$ cat src/rtl/bkm_ctrl.sv
// bkm_ctrl: iteration controller for the BKM step datapath.
// Latches one operation, issues N step requests with a running index,
// feeds each step result back as the next step's input, ORs the step
// flags together and presents the final X/Y with a one-cycle done pulse.

`ifndef FSIZE
`define FSIZE 5
`endif

module bkm_ctrl #(
  parameter int unsigned W     = 64,
  parameter int unsigned N     = 64,
  parameter int unsigned LOG2N = 6
) (
  input  logic                clk,
  input  logic                arst_n,
  input  logic                srst,
  input  logic                enable,
  input  logic                start,
  input  logic                abort,
  input  logic                mode,
  input  logic [1:0]          format,
  input  logic [W-1:0]        X_in,
  input  logic [W-1:0]        Y_in,
  input  logic [W-1:0]        x_in,
  input  logic [W-1:0]        y_in,
  output logic                busy,
  output logic                step_start,
  output logic [LOG2N-1:0]    step_n,
  output logic                step_mode,
  output logic [1:0]          step_format,
  output logic [W-1:0]        step_X,
  output logic [W-1:0]        step_Y,
  output logic [W-1:0]        step_x,
  output logic [W-1:0]        step_y,
  input  logic [W-1:0]        step_X_res,
  input  logic [W-1:0]        step_Y_res,
  input  logic [`FSIZE-1:0]   step_flags,
  input  logic                step_done,
  output logic [W-1:0]        X_out,
  output logic [W-1:0]        Y_out,
  output logic [`FSIZE-1:0]   flags,
  output logic                done
);

  typedef enum logic [1:0] {
    S_IDLE  = 2'd0,
    S_ISSUE = 2'd1,
    S_WAIT  = 2'd2,
    S_DONE  = 2'd3
  } state_t;

  state_t              state;
  state_t              state_nxt;
  logic [LOG2N-1:0]    count;
  logic                mode_q;
  logic [1:0]          format_q;
  logic [W-1:0]        work_X;
  logic [W-1:0]        work_Y;
  logic [W-1:0]        lat_x;
  logic [W-1:0]        lat_y;
  logic [`FSIZE-1:0]   acc;
  logic                last;
  logic                step_ok;

  // Final iteration reached and an accepted (non-aborted) step result.
  always_comb begin
    last    = (count == LOG2N'(N - 1));
    step_ok = (state == S_WAIT) && step_done && !abort;
  end

  // State register; srst has priority over enable.
  always_ff @(posedge clk or negedge arst_n) begin
    if (!arst_n) begin
      state <= S_IDLE;
    end else if (srst) begin
      state <= S_IDLE;
    end else if (enable) begin
      state <= state_nxt;
    end
  end

  // Next-state decode; abort wins over a same-cycle step_done.
  always_comb begin
    state_nxt = state;
    unique case (state)
      S_IDLE:  if (start) state_nxt = S_ISSUE;
      S_ISSUE: state_nxt = abort ? S_IDLE : S_WAIT;
      S_WAIT: begin
        if (abort) begin
          state_nxt = S_IDLE;
        end else if (step_done) begin
          state_nxt = last ? S_DONE : S_ISSUE;
        end
      end
      S_DONE:  state_nxt = S_IDLE;
      default: state_nxt = S_IDLE;
    endcase
  end

  // Operand latch, feedback registers, counter, flag accumulator and results.
  // The result registers and done are loaded on the edge that enters DONE, so
  // that X_out/Y_out/flags are already valid during the cycle done is high.
  always_ff @(posedge clk or negedge arst_n) begin
    if (!arst_n) begin
      count    <= '0;
      mode_q   <= 1'b0;
      format_q <= '0;
      work_X   <= '0;
      work_Y   <= '0;
      lat_x    <= '0;
      lat_y    <= '0;
      acc      <= '0;
      X_out    <= '0;
      Y_out    <= '0;
      flags    <= '0;
      done     <= 1'b0;
    end else if (srst) begin
      count    <= '0;
      mode_q   <= 1'b0;
      format_q <= '0;
      work_X   <= '0;
      work_Y   <= '0;
      lat_x    <= '0;
      lat_y    <= '0;
      acc      <= '0;
      X_out    <= '0;
      Y_out    <= '0;
      flags    <= '0;
      done     <= 1'b0;
    end else if (enable) begin
      done <= 1'b0;
      if (state == S_IDLE && start) begin
        mode_q   <= mode;
        format_q <= format;
        work_X   <= X_in;
        work_Y   <= Y_in;
        lat_x    <= x_in;
        lat_y    <= y_in;
        count    <= '0;
        acc      <= '0;
      end else if (step_ok) begin
        work_X <= step_X_res;
        work_Y <= step_Y_res;
        acc    <= acc | step_flags;
        if (last) begin
          X_out <= step_X_res;
          Y_out <= step_Y_res;
          flags <= acc | step_flags;
          done  <= 1'b1;
        end else begin
          count <= count + LOG2N'(1);
        end
      end
    end
  end

  // Outputs decoded from registered state only.
  always_comb begin
    busy        = (state != S_IDLE);
    step_start  = (state == S_ISSUE);
    step_n      = count;
    step_mode   = mode_q;
    step_format = format_q;
    step_X      = work_X;
    step_Y      = work_Y;
    step_x      = lat_x;
    step_y      = lat_y;
  end

endmodule

$ cat config.mk
export PLATFORM = sky130hd
export DESIGN_NAME = bkm_ctrl
export DESIGN_NICKNAME = d
export VERILOG_FILES = /design/src/rtl/bkm_ctrl.sv
export SDC_FILE = /design/constraint.sdc
export NUM_CORES = 1
export LEC_CHECK = 0
export BUFFER_PORTS_ARGS = -buffer_cell sky130_fd_sc_hd__buf_2
export CAP_MARGIN = 20
export CORE_AREA = 2 2 315 317
export CTS_CLUSTER_DIAMETER = 150
export DETAILED_ROUTE_END_ITERATION = 10
export DIE_AREA = 0 0 317 319
export HOLD_SLACK_MARGIN = 0.1
export PLACE_DENSITY_LB_ADDON = 0.2
export REMOVE_ABC_BUFFERS = 1
export SYNTH_ARGS = -nofsm -noshare
export SYNTH_HDL_FRONTEND = slang
export SYNTH_SLANG_ARGS = --single-unit
$ cat constraint.sdc
create_clock -name clk -period 2.16 [get_ports clk]
set_input_delay 0.324 -clock clk [delete_from_list [all_inputs] [get_ports clk]]
set_output_delay 0.324 -clock clk [all_outputs]
set_load 0.1 [all_outputs]
==> results of run 1 <==
[power groups by stage]
stage                     clock network, uW  logic (uW)  registers [uW]
final                                  9240        5420            8130
after global routing                   9870        5730            8160
after CTS                              9620        5450            8130
after detailed placement                  0        4870            8260
after global placement                    0        4880            8260
after floorplan                           0         933           10600
[registers in the layout (all words and copies together) (netlist names)]
name / cells
X_out: 64
Y_out: 64
step_X: 64
step_Y: 64
step_x: 64
step_y: 64
step_n: 6
acc: 5
flags: 5
state: 2
step_format: 2
done: 1
step_mode: 1
[how the worst min path moves through the flow]
| stage | from | end | slack (ns) | depth (start not counted) |
|---|---|---|---|---|
| 2_1_floorplan | arst_n | X_out[0] | 0.03 | 0 |
| 3_3_place_gp | arst_n | step_x[22] | 0.32 | 1 |
| 3_5_place_dp | arst_n | step_x[22] | 0.32 | 1 |
| 4_1_cts | srst | Y_out[8] | 0.10 | 3 |
| 5_1_grt | srst | Y_out[8] | 0.13 | 3 |
| 6_report | srst | Y_out[8] | 0.15 | 3 |
[final cells by class]
class                   count  area, um^2
fillers                 10367       68400
flip-flops and latches    406       10200
repair buffers           1335        9490
multi-input cells        1129        6170
well taps                1287        1610
clock buffers              75        1510
clock inverters            22         307
inverters                   3        11.3
diodes                      1        2.50
[stage by stage]
step                area [um^2]  hold slack [ns]  utilization (%)  setup WS, ns
global route              29300            0.126             30.0       -0.0867
detailed placement        23300            0.320             23.9       0.00218
CTS                       29100            0.102             29.8       0.00709
finish                    29300            0.145             30.0       -0.0762
global placement          23300            0.316             23.9       -0.0376
floorplan                 16200           0.0284                -        -14.26
[what timing repair did]
item / 4_1_cts / 5_1_grt
resized for setup: 3 / 32
buffers inserted: 0 / 5
gates cloned: 0 / 1
endpoints found under the hold margin: 607 / 0
setup endpoints to repair: 2 / 115
pin swaps: 0 / 8
hold buffers: 394 / 0
[cells by family (layout without fill, tap and decap cells)]
logic type                 Yosys count  count (layout)  share of synthesized area [%]
other                                0               1                              0
adders and majority gates            1               1                         0.0739
buffers and inverters              167            1435                           4.33
DFF                                406             406                           60.0
and+or+nand+nor                    709             709                           17.4
AOI/OAI and AO/OA                  419             419                           18.2
[layer usage]
metal	track usage, %	part of all wire (%)	wire length (um)
met2	26.2	49	39100
met3	4.09	7.5	5940
met1	16.8	39	30700
met4	6.07	4.1	3230
met5	0	0.016	13
[layout by cell type, fill, tap and decap left out, types with 3 or more instances in the layout]
master	count
dfrtp_1	406
buf_8	3
nand2b_1	9
a31oi_1	7
clkbuf_1	11
clkinvlp_4	5
o21ai_0	11
nor2_1	141
a21oi_1	137
nand2_1	380
nand3_1	132
bufinv_16	6
a22o_1	123
dlygate4sd3_1	394
clkbuf_16	53
buf_4	108
clkbuf_8	12
clkinv_2	7
a311oi_1	126
buf_12	33
or3_1	4
buf_2	795
nand2_2	21
nor3_1	3
nand2_4	3
o211ai_1	9
[worst max-delay path: cells and delay by family (launching register included)]
family                 cells  cell delay, ns
AND/OR/NAND/NOR            3            1.01
flip-flops                 1            0.39
buffers and inverters      2            0.37
AO/OA/AOI/OAI              1            0.08
==> flow_summary_export.csv, run 1 <==
group,metric,value,unit
sta,min_period_over_period,104,%
clock_tree,clk-insertion-delay-late,0.63,ns
sta,final.setup.worst_slack,-0.0762,ns
run_status,violations,"negative setup slack",
clock_tree,clock-root-buffer,"clkbuf_16",
sta,drv_slew,0,
final_layout,synthToLayoutAreaGrowth,72.8,%
placed_design,hpwl,56.6,mm
floorplan,num_rows,115,
setup_path,path_max_fanout,76,
setup_path,r2r_setup_slack,-0.08,ns
power,leakage,0.0143,uW
clock_tree,clkSinkCount,406,
placed_design,dpl.cell_count,3760,
power,irDropWorstVdd,0.534,mV
yosys,ys_types,39,
clock_tree,clockBufferDepth,3,
grt,grt_pass1_vias,18796,
power,power_frac_seq,35.7,%
detailed_routing,vias_per_cell,4.19,
yosys,synth_commonest_cells,"dfrtp_1, nand2_1, nor2_1, a21oi_1, nand3_1",
flow_run,maxCapViolCount,0,
setup_path,path_class,"reg2reg",
sta,fin_crit,2.24,ns
final_layout,nNetsFinal,3327,
power,total_power,22800,uW
power,p_clk_share,40.5,%
sta,hold_viol_final,0,
detailed_routing,num_vias,17847,
clock_tree,path_clk_slew,0.06,ns
yosys,syn-instance-count,1702,
run_status,status,"finished, violations left",
power,powerDensity,779,nW/um^2
floorplan,die_area,101000,um^2
yosys,yosysTopAreaCell,"dfrtp_1",
power,combinationalPowerShare,23.8,%
yosys,synthFlopType,"dfrtp_1",
sta,clock_skew,0.0204,ns
sta,worstMarginPinSlew,0.737,ns
power,switching_share,34.1,%
clock_tree,cts_max_level,2,
sta,setup_viol,36,
detailed_routing,wirelength,79.0,mm
power,p_sw,7770,uW
grt,grt_remaining_overflow,0,
yosys,synth_edf_count,0,
grt,antenna_found_initial,5,
setup_path,max_stage_delay,0.51,ns
setup_path,r2r_end,"X_out[40]",
sta,fmax,447,MHz
yosys,yosysMostFrequentCell,"dfrtp_1",
detailed_routing,drtIter0Drc,887,
setup_path,endpoint_kind,"flip-flop",
setup_path,worst_r2r_path_depth,6,
setup_path,cp.required,2.64,ns
setup_path,rr_startpoint,"state[0]",
grt,grt_pass1_wl,116,mm
grt,grt_usage,14.9,%
yosys,synth.avg_cell_area,9.95,um^2
yosys,syn_area,16900,um^2
detailed_routing,route.detailed.drc,0,
sta,grt_setup_unrepaired,"true",
setup_path,crit_chain,"nor4bb_2 -> buf_4 -> or4b_4 -> buf_12 -> nand2_2 -> a21oi_1",
floorplan,num_io_pins,800,
placed_design,finalWeightedCongestion,0.802,
yosys,synth_area_leaders,"dfrtp_1, nand2_1, a311oi_1",
setup_path,cp-start-kind,"flip-flop",
clock_tree,numCtsBuffers,52,
floorplan,die_h,319,um
setup_path,crit_end,"X_out[40]",
yosys,synth.ff_latch_count,406,
yosys,synth_top_cell_area_share,60.0,%
detailed_routing,first_pass_iters,5,
hold_path,hp-class,"in2reg",
yosys,yosys_warnings,0,
sta,relSlewSlack,50.9,%
grt,grt_max_degree,77,
floorplan,die_x,317,um
floorplan,fp.coreArea,97700,um^2
detailed_routing,ant_nets,0,
detailed_routing,drt-wirelength-per-cell,18.5,um
clock_tree,cts_tree,"built",
setup_path,cp_slowest_cell,"or4b_4",
setup_path,crit_path_start,"state[0]",
sta,fin_tns_setup,-1.63,ns
setup_path,cp.arrival,2.72,ns
final_layout,layout-drive-gt1-share,35.8,%
yosys,synthArstFlopShare,100,%
final_layout,final-instance-count-excl-fill,4258,
floorplan,start_util,17.3,%
yosys,yosysSeqAreaShare,60.0,%
power,p_int,15000,uW
placed_design,port_buffers,799,
No activity file was read; power rests on OpenSTA's default activity.
==> run 2, diff against run 1 <==
- CORE_AREA: 2 2 315 317 -> 4 4 308 310
- DIE_AREA: 0 0 317 319 -> 0 0 312 314
- SKIP_CTS_REPAIR_TIMING: default -> 1
==> run 2 against run 1 <==
  * The run still ends with negative setup slack left
  * Clock skew barely moved
  * Core utilization rose by 1.3 points
  * First-iteration DRC count rose by 31%
  * Sequential power barely moved
  * Hold slack got worse by 0.019 ns
  * Die area fell by 3.1%
  * Flip-flop and latch count did not move
  * Maximum frequency rose by 1.7%
  * Total power fell by 3.6%
  * Critical path type unchanged
==> flow_summary_export.csv, run 2 (synthesized netlist as in run 1, its figures left out) <==
group,metric,value,unit
run_status,status,"finished, violations left",
run_status,violations,"negative setup slack",
final_layout,multi_input_area,6090,um^2
power,p_clk_share,38.5,%
setup_path,cp.arrival,2.68,ns
clock_tree,clk-insertion-delay-late,0.60,ns
power,irDropWorstVdd,0.618,mV
power,combinationalPowerShare,24.5,%
power,powerDensity,768,nW/um^2
power,leakage,0.0141,uW
power,p_sw,7580,uW
setup_path,cp.required,2.64,ns
grt,grt_remaining_overflow,0,
final_layout,nFillCells,9578,
final_layout,nNetsFinal,3283,
sta,fin_crit,2.20,ns
placed_design,pre_cts_ws,0.0143,ns
floorplan,die_h,314,um
sta,grt_setup_unrepaired,"true",
power,p_int,14400,uW
placed_design,dpl_cell_area,22900,um^2
detailed_routing,ant_nets,0,
power,switching_share,34.5,%
grt,antenna_found_initial,6,
grt,grt_pass1_vias,17297,
clock_tree,clkSinkCount,406,
flow_run,maxCapViolCount,0,
placed_design,hpwl,57.2,mm
floorplan,die_x,312,um
floorplan,start_util,18.5,%
detailed_routing,wirelength,79.4,mm
clock_tree,numCtsBuffers,51,
sta,drv_slew,0,
hold_path,hp-class,"in2reg",
detailed_routing,vias_per_cell,4.37,
grt,grt_pass1_wl,113,mm
final_layout,final_cell_mix,"buf_2, dfrtp_1, nand2_1, dlygate4sd3_1, nor2_1",
grt,grt_usage,14.9,%
floorplan,num_io_pins,800,
final_layout,synthToLayoutAreaGrowth,68.9,%
floorplan,die_area,98000,um^2
power,power_frac_seq,37.0,%
final_layout,layout-drive-gt1-share,33.9,%
setup_path,path_class,"reg2reg",
detailed_routing,num_vias,17979,
sta,setup_viol,38,
detailed_routing,drtIter0Drc,1162,
clock_tree,clockBufferDepth,3,
setup_path,r2r_setup_slack,-0.04,ns
clock_tree,cts_max_level,2,
setup_path,endpoint_kind,"flip-flop",
sta,hold_viol_final,0,
placed_design,port_buffers,799,
floorplan,num_rows,111,
sta,relSlewSlack,49.9,%
clock_tree,clock-root-buffer,"clkbuf_16",
sta,clock_skew,0.0202,ns
final_layout,final_area,28600,um^2
detailed_routing,drt-wirelength-per-cell,19.3,um
final_layout,final_common_cell,"buf_2",
sta,final.setup.worst_slack,-0.0386,ns
final_layout,final-seq-area,10200,um^2
power,total_power,22000,uW
placed_design,finalWeightedCongestion,0.858,
detailed_routing,first_pass_iters,6,
sta,min_period_over_period,102,%
floorplan,fp.coreArea,91700,um^2
setup_path,cp-start-kind,"flip-flop",
detailed_routing,route.detailed.drc,0,
clock_tree,cts_tree,"built",
sta,worstMarginPinSlew,0.751,ns
setup_path,path_max_fanout,139,
grt,grt_max_degree,140,
clock_tree,path_clk_slew,0.06,ns
sta,fmax,455,MHz
==> run 2: power groups by stage <==
| stage | Sequential [uW] | Combinational (uW) | Clock, uW |
|---|---|---|---|
| after global placement | 8260 | 4800 | 0 |
| after detailed placement | 8270 | 4820 | 0 |
| after global routing | 8170 | 5680 | 9110 |
| final | 8130 | 5390 | 8450 |
| after floorplan | 10600 | 933 | 0 |
| after CTS | 8130 | 4830 | 8820 |
==> run 2: layer usage <==
metal / part of all wire, % / GRT usage [%] / routed length [um] / vias to the layer above
met1: 39 / 17.0 / 30600 / 8778
met4: 3.2 / 5.19 / 2560 / 0
met2: 51 / 26.2 / 40400 / 689
met5: 0 / 0 / 0 / -
li1: - / - / - / 8382
met3: 7.3 / 4.86 / 5780 / 130
==> run 2: final timing paths <==
| kind | end | from | cells after the start |
|---|---|---|---|
| setup / recovery | step_x[57] | state[1] | 6 |
| setup reg to reg | step_x[57] | state[1] | 6 |
| min in group asynchronous | step_Y[5] | arst_n | 2 |
| hold / removal | state[1] | abort | 4 |
| max in group asynchronous | step_X[23] | arst_n | 4 |
| hold reg to reg | step_y[32] | step_y[32] | 2 |
==> run 2: stage by stage <==
step                hold slack, ns  std cells  setup TNS, ns  util (%)
finish                       0.126       4110         -0.492      31.2
global route                 0.118       4109          -4.14      31.2
CTS                         -0.390       3709        -0.0398      26.8
detailed placement           0.294       3618              0      25.0
global placement             0.290       3618       -0.00547      25.0
floorplan                   0.0284       1538       -3198.78         -
==> run 2: critical path, cell delays in order (launching register included) <==
cell and delay [ns]:
dfrtp_1 0.41, buf_4 0.16, nor3b_2 0.40, buf_12 0.24, o21ai_4 0.07, buf_12 0.21
a22o_1 0.38
==> run 2: area by class of cell <==
cell class | instances | area share, %
Timing Repair Buffer | 1292 | 32.1
Sequential cell | 406 | 35.5
Inverter | 3 | 0.0394
Tap cell | 1186 | 5.19
Clock inverter | 17 | 0.669
Antenna cell | 3 | 0.0262
Clock buffer | 74 | 5.15
Multi-Input combinational cell | 1129 | 21.3
